File: src/rtl/mlp_tx_framer_if.sv
// Handshake bundle between the MLP result stage, the tx framer and the UART sender.
// The master modport is the framer side; the slave modport is the side feeding and draining it.
interface mlp_tx_framer_if #(
    parameter int NUM_WORDS = 4,
    parameter int WORD_W    = 16
);
    logic                        start;
    logic [NUM_WORDS*WORD_W-1:0] in_words;
    logic                        tx_ready;
    logic [7:0]                  tx_data;
    logic                        newdata;
    logic                        busy;
    logic                        done;

    modport master (
        input  start, in_words, tx_ready,
        output tx_data, newdata, busy, done
    );

    modport slave (
        output start, in_words, tx_ready,
        input  tx_data, newdata, busy, done
    );
endinterface

File: src/rtl/mlp_tx_framer.sv
// Frames one captured MLP result vector as HEADER + payload bytes for the UART sender.
// Define MLP_TX_FRAMER_CHECKSUM_EN to append an XOR checksum byte after the payload.
module mlp_tx_framer #(
    parameter int         NUM_WORDS = 4,
    parameter int         WORD_W    = 16,
    parameter logic [7:0] HEADER    = 8'hA5
) (
    input  logic            clk,
    input  logic            reset,
    mlp_tx_framer_if.master bus
);
    localparam int BPW = WORD_W / 8;
    localparam int P   = NUM_WORDS * BPW;
    localparam int CW  = $clog2(P + 1);
    localparam int VW  = NUM_WORDS * WORD_W;
    localparam int PN  = 1 << CW;
    localparam logic [CW-1:0] LAST = CW'(P - 1);

`ifdef MLP_TX_FRAMER_CHECKSUM_EN
    typedef enum logic [2:0] {IDLE, HDR, DATA, CSUM, DONE} state_t;
`else
    typedef enum logic [2:0] {IDLE, HDR, DATA, DONE} state_t;
`endif

    state_t          state_q, state_d;
    logic [CW-1:0]   cnt_q, cnt_d;
    logic [VW-1:0]   shadow_q, shadow_d;
    logic [7:0]      tx_data_q, tx_data_d;
    logic            newdata_q, newdata_d;
    logic            busy_q, busy_d;
    logic            done_q, done_d;
`ifdef MLP_TX_FRAMER_CHECKSUM_EN
    logic [7:0]      csum_q, csum_d;
`endif
    logic            xfer;
    logic [PN-1:0][7:0] payload;

    // Payload byte i is byte (BPW-1 - i%BPW) of word i/BPW; padding keeps the index full width.
    for (genvar k = 0; k < PN; k++) begin : g_pay
        if (k < P) begin : g_used
            assign payload[k] = shadow_q[(k/BPW)*WORD_W + (BPW-1 - k%BPW)*8 +: 8];
        end else begin : g_pad
            assign payload[k] = 8'h00;
        end
    end

    assign xfer = newdata_q & bus.tx_ready;

    always_comb begin
        state_d  = state_q;
        cnt_d    = cnt_q;
        shadow_d = shadow_q;
`ifdef MLP_TX_FRAMER_CHECKSUM_EN
        csum_d   = csum_q;
`endif
        case (state_q)
            IDLE: begin
                if (bus.start) begin
                    state_d  = HDR;
                    shadow_d = bus.in_words;
                    cnt_d    = '0;
`ifdef MLP_TX_FRAMER_CHECKSUM_EN
                    csum_d   = 8'h00;
`endif
                end
            end
            HDR: begin
                if (xfer) begin
                    state_d = DATA;
                    cnt_d   = '0;
`ifdef MLP_TX_FRAMER_CHECKSUM_EN
                    csum_d  = csum_q ^ HEADER;
`endif
                end
            end
            DATA: begin
                if (xfer) begin
`ifdef MLP_TX_FRAMER_CHECKSUM_EN
                    csum_d = csum_q ^ tx_data_q;
                    if (cnt_q == LAST) state_d = CSUM;
`else
                    if (cnt_q == LAST) state_d = DONE;
`endif
                    else cnt_d = cnt_q + CW'(1);
                end
            end
`ifdef MLP_TX_FRAMER_CHECKSUM_EN
            CSUM: begin
                if (xfer) state_d = DONE;
            end
`endif
            DONE:    state_d = IDLE;
            default: state_d = IDLE;
        endcase

        // Outputs are registered, so they are derived from the state being entered.
        newdata_d = (state_d == HDR) || (state_d == DATA);
`ifdef MLP_TX_FRAMER_CHECKSUM_EN
        newdata_d = newdata_d || (state_d == CSUM);
`endif
        busy_d = (state_d != IDLE);
        done_d = (state_d == DONE);
        case (state_d)
            HDR:     tx_data_d = HEADER;
            DATA:    tx_data_d = payload[cnt_d];
`ifdef MLP_TX_FRAMER_CHECKSUM_EN
            CSUM:    tx_data_d = csum_d;
`endif
            default: tx_data_d = tx_data_q;
        endcase
    end

    always_ff @(posedge clk or negedge reset) begin
        if (!reset) begin
            state_q   <= IDLE;
            cnt_q     <= '0;
            shadow_q  <= '0;
            tx_data_q <= 8'h00;
            newdata_q <= 1'b0;
            busy_q    <= 1'b0;
            done_q    <= 1'b0;
`ifdef MLP_TX_FRAMER_CHECKSUM_EN
            csum_q    <= 8'h00;
`endif
        end else begin
            state_q   <= state_d;
            cnt_q     <= cnt_d;
            shadow_q  <= shadow_d;
            tx_data_q <= tx_data_d;
            newdata_q <= newdata_d;
            busy_q    <= busy_d;
            done_q    <= done_d;
`ifdef MLP_TX_FRAMER_CHECKSUM_EN
            csum_q    <= csum_d;
`endif
        end
    end

    assign bus.tx_data = tx_data_q;
    assign bus.newdata = newdata_q;
    assign bus.busy    = busy_q;
    assign bus.done    = done_q;
endmodule
File: src/flat_wrapper.sv
// flat-port wrapper written by rule: the top's interface ports become plain ports
module mlp_tx_framer_flat 
#(
    parameter int         NUM_WORDS = 4,
    parameter int         WORD_W    = 16,
    parameter logic [7:0] HEADER    = 8'hA5
)
  (clk, reset, bus_start, bus_in_words, bus_tx_ready, bus_tx_data, bus_newdata, bus_busy, bus_done);
  mlp_tx_framer_if #(.NUM_WORDS(NUM_WORDS), .WORD_W(WORD_W)) bus_i ();
  input  logic clk;
  input  logic reset;
  input wire logic [$bits(bus_i.start)-1:0] bus_start;
  input wire logic [$bits(bus_i.in_words)-1:0] bus_in_words;
  input wire logic [$bits(bus_i.tx_ready)-1:0] bus_tx_ready;
  output wire logic [$bits(bus_i.tx_data)-1:0] bus_tx_data;
  output wire logic [$bits(bus_i.newdata)-1:0] bus_newdata;
  output wire logic [$bits(bus_i.busy)-1:0] bus_busy;
  output wire logic [$bits(bus_i.done)-1:0] bus_done;
  assign bus_i.start = bus_start;
  assign bus_i.in_words = bus_in_words;
  assign bus_i.tx_ready = bus_tx_ready;
  assign bus_tx_data = bus_i.tx_data;
  assign bus_newdata = bus_i.newdata;
  assign bus_busy = bus_i.busy;
  assign bus_done = bus_i.done;
  mlp_tx_framer #(.NUM_WORDS(NUM_WORDS), .WORD_W(WORD_W), .HEADER(HEADER)) u_core (.clk(clk), .reset(reset), .bus(bus_i));
endmodule
File: config.mk
export PLATFORM = sky130hd
export DESIGN_NAME = mlp_tx_framer_flat
export DESIGN_NICKNAME = d
export VERILOG_FILES = /design/src/rtl/mlp_tx_framer_if.sv /design/src/rtl/mlp_tx_framer.sv /design/src/flat_wrapper.sv
export SDC_FILE = /design/constraint.sdc
export NUM_CORES = 1
export LEC_CHECK = 0
export ABC_CLOCK_PERIOD_IN_PS = 7000
export BUFFER_PORTS_ARGS = -buffer_cell sky130_fd_sc_hd__buf_2
export CELL_PAD_IN_SITES_DETAIL_PLACEMENT = 1
export CELL_PAD_IN_SITES_GLOBAL_PLACEMENT = 1
export CORE_UTILIZATION = 47
export DETAILED_ROUTE_END_ITERATION = 7
export MAX_ROUTING_LAYER = met4
export PLACE_DENSITY_LB_ADDON = 0.25
export SYNTH_ARGS = -nofsm -noshare
export SYNTH_HDL_FRONTEND = slang
export SYNTH_SLANG_ARGS = --single-unit
File: constraint.sdc
create_clock -name clk -period 7 [get_ports clk]
set_clock_uncertainty 0.15 [all_clocks]
set_input_delay 1.05 -clock clk [delete_from_list [all_inputs] [get_ports clk]]
set_output_delay 1.05 -clock clk [all_outputs]
set_load 0.005 [all_outputs]
==> results of run 1 <==
==> area by class of cell <==
class	instances	area share (%)
clock buffers	10	2.76
clock inverters	6	1.46
inverters	23	2.03
multi-input cells	214	37.5
flip-flops and latches	82	44.4
well taps	105	2.85
repair buffers	81	9.00
==> registers in the layout (all words and copies together) (netlist names) <==
name and count:
u_core.state_q 3, u_core.shadow_q 64, u_core.bus.done 1, u_core.bus.newdata 1
u_core.bus.tx_data 8, u_core.cnt_q 4, u_core.bus.busy 1
==> synthesized netlist by cell type (all sizes together), types with 2 or more instances <==
master / n
a221o: 4
mux4: 2
a31oi: 6
a2111oi: 2
a221oi: 2
nand2: 26
mux2i: 12
o21bai: 2
o22ai: 3
a311oi: 5
o21ai: 18
and2: 2
clkbuf: 11
nor3: 6
o2111ai: 8
dfrtp: 82
a21oi: 9
inv: 23
a21o: 3
nand4: 4
mux2: 50
o211a: 2
a211oi: 12
nand3b: 2
o211ai: 10
nor2: 7
buf: 9
nand2b: 2
==> metal layers <==
layer  track usage, %  wire length, um  vias to the layer above
li1                 -                -                     1401
met3             3.72              495                       14
met1             30.8             4020                     1508
met2             42.4             5170                       78
met4             10.6              213                        0
met5                -                0                        -
==> where the power goes <==
group | switching, uW | internal [uW]
Clock | 176 | 165
Sequential | 57.1 | 558
Combinational | 127 | 125
==> critical path: cells and delay by family, from the launching register on <==
family / cells / cell delay [ps]
AND/OR/NAND/NOR: 2 / 640
flip-flops: 1 / 510
buffers and inverters: 1 / 250
AO/OA/AOI/OAI: 3 / 1270
multiplexers: 1 / 580
==> cell families after synthesis <==
logic type / Yosys count / synth area share (%)
AOI/OAI and AO/OA: 89 / 17.0
adders and majority gates: 1 / 0.314
buffers and inverters: 43 / 5.33
DFF: 82 / 51.5
muxes: 64 / 18.4
other: 1 / 0.0940
and+or+nand+nor: 59 / 7.41
==> through the flow <==
step | std cells | utilization, % | setup slack (ps) | instance area (sq um) | power (uW)
finish | 521 | 56.2 | 3460 | 4620 | 1210
floorplan | 339 | - | 4020 | 3990 | 793
detailed placement | 505 | 53.8 | 3210 | 4420 | 879
global route | 521 | 56.2 | 3270 | 4620 | 1270
global placement | 505 | 53.8 | 3360 | 4420 | 859
CTS | 521 | 56.2 | 3450 | 4620 | 1220
==> worst min-delay path by stage <==
stage / end / slack, ps
5_1_grt: u_core.shadow_q[28]$_DFFE_PN0P_ / 380
3_3_place_gp: u_core.shadow_q[2]$_DFFE_PN0P_ / 330
4_1_cts: u_core.shadow_q[22]$_DFFE_PN0P_ / 370
2_1_floorplan: u_core.shadow_q[2]$_DFFE_PN0P_ / 320
3_5_place_dp: u_core.shadow_q[26]$_DFFE_PN0P_ / 350
6_report: u_core.shadow_q[28]$_DFFE_PN0P_ / 360
==> qor.yml, run 1 <==
global_route:
  grt_pass1_wl_um: 16400
  grt_pass1_vias: 3236
  overflow: 0
  grt_max_degree: 83
  antenna_found_initial: 0
  grt_usage_pct: 25.4
logic_synthesis:
  ys_top_cells_by_area: "dfrtp_1 (51%), mux2_2 (14%), mux2i_1 (3.0%)"
  synth_cell_types: 57
  synth_edf_count: 0
  synth_warnings: 0
  syn_area_sq_um: 3990
  ys_seq_area_share_pct: 51.5
  async_flop_share_pct: 100
  syn_inst: 339
  synth_top_area_cell: "dfrtp_1"
  synth_top_flop_cell: "dfrtp_1"
  synth_top_area_share_pct: 51.5
  synth_nets: 408
  ys_ff_latch: 82
  avgSynthCellArea_sq_um: 11.8
placement:
  routabilityCongestion: 0.846
  io_buffer_count: 78
  hpwlAfterDp_um: 7050
setup_path:
  reg2regPathDepth: 7
  reg2reg_from: "u_core.state_q[0]$_DFF_PN0_"
  crit_type: "flip-flop to flip-flop"
  worstSetupEndpoint: "u_core.bus.tx_data[2]$_DFFE_PN0P_"
  crit_arrival_ps: 3620
  cp_cell_sequence: "or3b_1, a21oi_1, o21ai_4, inv_8, mux4_1, nand2_1, a31oi_1"
  crit_path_start: "u_core.state_q[0]$_DFF_PN0_"
  critPathSlowestCell: "a21oi_1"
  slowest_delay_ps: 930
  worstSetupEndpointType: "flip-flop"
  cp_max_fo: 27
  critPathRequiredTime_ps: 7080
  worst_setup_path_start_kind: "flip-flop"
  r2r_slack_ps: 3460
  r2r_end: "u_core.bus.tx_data[2]$_DFFE_PN0P_"
clock_tree:
  cts_buffers: 9
  cts-resized-gates: 0
  postCtsSetupBuffers: 0
  cts_tree: "built"
  holdBufCountCts: 0
  worstSkewPairLatency_ps: 360
  clockBufferDepth: 2
  clkSinkCount: 82
  cts.clk_slew.worst_paths_ps: 80
  h-tree-depth: 3
  cts_root_buf: "clkbuf_8"
detailed_routing:
  firstDrtPassIters: 4
  drcViolationCount: 0
  avgRoutedWirePerCell_um: 19.0
  totalWireLength_um: 9910
  dr.first_iter.drc_count: 217
  num_vias: 3001
  viasPerCell: 5.76
  postRouteAntennaNets: 0
timing:
  final.setup.tns_ps: 0
  relSlewSlack_pct: 23.0
  hold_ws_ps: 362
  fmax_mhz: 282
  hold_viol_final: 0
  tightest_slew_ps: 1160
  fin_crit_ps: 3540
  setup_viol: 0
  slew_viol_final: 0
  period_share_pct: 50.6
  rsz0062_at_grt: "no"
cells_and_area:
  final_common_cell: "dfrtp_1"
  layout_common_cells: "dfrtp_1 (82), buf_2 (77), mux2_2 (50), nand2_1 (26), inv_1 (20)"
  area.growth.synth_to_final_pct: 15.8
  seqCellArea_sq_um: 2050
  multi_input_area_sq_um: 1730
  diodes: 0
  nNetsFinal: 480
  n_fill_cell: 905
  drive_gt1_share_pct: 38.2
flow_run:
  drv_cap: 0
run_status:
  status: "complete, no violations"
floorplanning:
  rows: 33
  core_sq_um: 8220
  start_util_pct: 48.5
  io_pins: 79
  die_w_um: 94.1
  die_h_um: 94.1
  die_area_sq_um: 8860
worst_hold_path:
  min_from: "u_core.shadow_q[28]$_DFFE_PN0P_"
  hold_path.class: "flip-flop to flip-flop"
  hold_depth: 1
power:
  p_leak_uw: 0.00200
  ir_drop_uv: 101
  p_per_area_nw_per_um2: 262
Power figures use the tool's default switching activity.
==> run 2: changes to the inputs <==
--- a/config.mk
+++ b/config.mk
@@ -5,11 +5,11 @@
 export SDC_FILE = /design/constraint.sdc
 export NUM_CORES = 1
 export LEC_CHECK = 0
-export ABC_CLOCK_PERIOD_IN_PS = 7000
+export ABC_CLOCK_PERIOD_IN_PS = 3200
 export BUFFER_PORTS_ARGS = -buffer_cell sky130_fd_sc_hd__buf_2
 export CELL_PAD_IN_SITES_DETAIL_PLACEMENT = 1
 export CELL_PAD_IN_SITES_GLOBAL_PLACEMENT = 1
-export CORE_UTILIZATION = 47
+export CORE_UTILIZATION = 39
 export DETAILED_ROUTE_END_ITERATION = 7
 export MAX_ROUTING_LAYER = met4
 export PLACE_DENSITY_LB_ADDON = 0.25
==> constraint.sdc (replaced) <==
create_clock -name clk -period 3.2 [get_ports clk]
set_clock_uncertainty 0.15 [all_clocks]
set_input_delay 0.48 -clock clk [delete_from_list [all_inputs] [get_ports clk]]
set_output_delay 0.48 -clock clk [all_outputs]
set_load 0.005 [all_outputs]
==> qor.yml, run 2 (synthesized netlist as in run 1, its figures left out) <==
cells_and_area:
  layoutNonFillerInstCount: 555  # was 521
  largest_reg_flops: 64  # unchanged
  diodes: 0  # unchanged
  area.growth.synth_to_final_pct: 17.3  # was 15.8%
  nNetsFinal: 486  # was 480
  regMostFlops: "u_core.shadow_q"  # unchanged
  final_common_cell: "dfrtp_1"  # unchanged
  drive_gt1_share_pct: 39.3  # was 38.2%
  layout_common_cells: "dfrtp_1 (82), buf_2 (77), mux2_2 (50), nand2_1 (26), inv_1 (20)"  # unchanged
detailed_routing:
  postRouteAntennaNets: 0  # unchanged
  num_vias: 3010  # was 3,001
  totalWireLength_um: 10000  # was 9910 um
  firstDrtPassIters: 4  # unchanged
  viasPerCell: 5.42  # was 5.76
  avgRoutedWirePerCell_um: 18.1  # was 19.0 um
  dr.first_iter.drc_count: 69  # was 217
  drcViolationCount: 0  # unchanged
power:
  p_int_uw: 1790  # was 849 uW
  clock_power_share_pct: 27.1  # was 28.2%
  power.share.combinational_pct: 21.5  # was 20.9%
  p_seq_share_pct: 51.4  # was 50.9%
  switchingPower_uw: 816  # was 359 uW
  p_sw_share_pct: 31.3  # was 29.7%
  p_per_area_nw_per_um2: 557  # was 262 nW/um^2
  p_leak_uw: 0.00203  # was 0.00200 uW
  ir_drop_uv: 228  # was 101 uV
setup_path:
  r2r_end: "u_core.bus.tx_data[2]$_DFFE_PN0P_"  # unchanged
  crit_arrival_ps: 2880  # was 3620 ps
  cp_max_fo: 27  # unchanged
  reg2regPathDepth: 7  # unchanged
  worstSetupEndpointType: "flip-flop"  # unchanged
  crit_type: "flip-flop to flip-flop"  # unchanged
  reg2reg_from: "u_core.state_q[0]$_DFF_PN0_"  # unchanged
  worst_setup_path_start_kind: "flip-flop"  # unchanged
  critPathRequiredTime_ps: 3270  # was 7080 ps
  r2r_slack_ps: 390  # was 3460 ps
clock_tree:
  clockBufferDepth: 2  # unchanged
  postCtsSetupBuffers: 0  # unchanged
  cts_root_buf: "clkbuf_8"  # unchanged
  cts-resized-gates: 0  # unchanged
  h-tree-depth: 3  # unchanged
  clkSinkCount: 82  # unchanged
  cts.clk_slew.worst_paths_ps: 90  # was 80 ps
  worstSkewPairLatency_ps: 350  # was 360 ps
  cts_buffers: 9  # unchanged
  holdBufCountCts: 0  # unchanged
  cts_tree: "built"  # unchanged
timing:
  rsz0062_at_grt: "no"  # unchanged
  period_share_pct: 87.7  # was 50.6%
  final.setup.tns_ps: 0  # unchanged
  setup_viol: 0  # unchanged
  fmax_mhz: 357  # was 282 MHz
  slew_viol_final: 0  # unchanged
  fin_crit_ps: 2810  # was 3540 ps
  relSlewSlack_pct: 29.9  # was 23.0%
  hold_viol_final: 0  # unchanged
  tightest_slew_ps: 1050  # was 1160 ps
global_route:
  grt_max_degree: 83  # unchanged
  grt_pass1_vias: 3022  # was 3,236
  grt_usage_pct: 20.8  # was 25.4%
  antenna_found_initial: 0  # unchanged
  grt_pass1_wl_um: 16200  # was 16,400 um
  overflow: 0  # unchanged
placement:
  hpwlAfterDp_um: 7350  # was 7050 um
  place_inst: 539  # was 505
  routabilityCongestion: 0.818  # was 0.846
  io_buffer_count: 78  # unchanged
floorplanning:
  die_w_um: 103  # was 94.1 um
  die_h_um: 103  # was 94.1 um
  core_sq_um: 9820  # was 8220 sq um
  die_area_sq_um: 10600  # was 8860 sq um
  io_pins: 79  # unchanged
  rows: 36  # was 33
  start_util_pct: 40.6  # was 48.5%
run_status:
  status: "complete, no violations"  # unchanged
worst_hold_path:
  hold_path.class: "input pin to asynchronous set/reset pin"  # was flip-flop to flip-flop
flow_run:
  drv_cap: 0  # unchanged
[run 2: power groups by stage]
stage | registers (uW) | logic [uW] | clock network, uW
5_1_grt | 1360 | 622 | 753
6_report | 1340 | 560 | 707
2_1_floorplan | 1310 | 424 | 0
4_1_cts | 1340 | 569 | 730
3_3_place_gp | 1360 | 537 | 0
3_5_place_dp | 1360 | 565 | 0
[run 2: final cells by class]
type,count,area (sq um)
clock buffer,9,124
clock inverter,7,52.6
fill,1152,5140
inverter,23,93.8
multi-input combinational,214,1730
sequential,82,2050
tap,133,166
timing repair buffer,87,460
[run 2: worst max-delay path: stages (launching register included)]
cell and delay [ps]:
dfrtp_1 510, or3b_1 530, o31ai_4 330, o21ai_4 190, inv_8 220, mux4_1 570
nand2_1 80, a31oi_1 80
[run 2: how the worst max path moves through the flow]
stage                                      startpoint                                end  slack [ps]
after global routing        u_core.cnt_q[0]$_DFF_PN0_  u_core.bus.tx_data[5]$_DFFE_PN0P_         240
after global placement                   bus_tx_ready  u_core.bus.tx_data[6]$_DFFE_PN0P_         470
after floorplan           u_core.state_q[1]$_DFF_PN0_  u_core.bus.tx_data[2]$_DFFE_PN0P_         600
after detailed placement  u_core.state_q[0]$_DFF_PN0_  u_core.bus.tx_data[2]$_DFFE_PN0P_         420
after CTS                 u_core.state_q[0]$_DFF_PN0_  u_core.bus.tx_data[2]$_DFFE_PN0P_         400
final                     u_core.state_q[0]$_DFF_PN0_  u_core.bus.tx_data[2]$_DFFE_PN0P_         390
[run 2: per-layer routing]
layer | share of wire (%) | wire (um) | GRT usage, %
met2 | 47 | 4730 | 31.4
met5 | 0 | 0 | -
met3 | 3.1 | 312 | 3.32
met1 | 49 | 4870 | 29.5
met4 | 1.1 | 106 | 4.88
[run 2: per-stage QoR]
step / hold slack (ps) / util [%] / power, uW / setup slack [ps] / cell area, sq um
4_1_cts: 170 / 47.6 / 2640 / 396 / 4680
3_5_place_dp: 342 / 45.8 / 1930 / 418 / 4500
2_1_floorplan: 34.4 / - / 1740 / 603 / 3990
6_report: 142 / 47.6 / 2610 / 395 / 4680
3_3_place_gp: 336 / 45.8 / 1900 / 470 / 4500
5_1_grt: 185 / 47.6 / 2740 / 242 / 4680
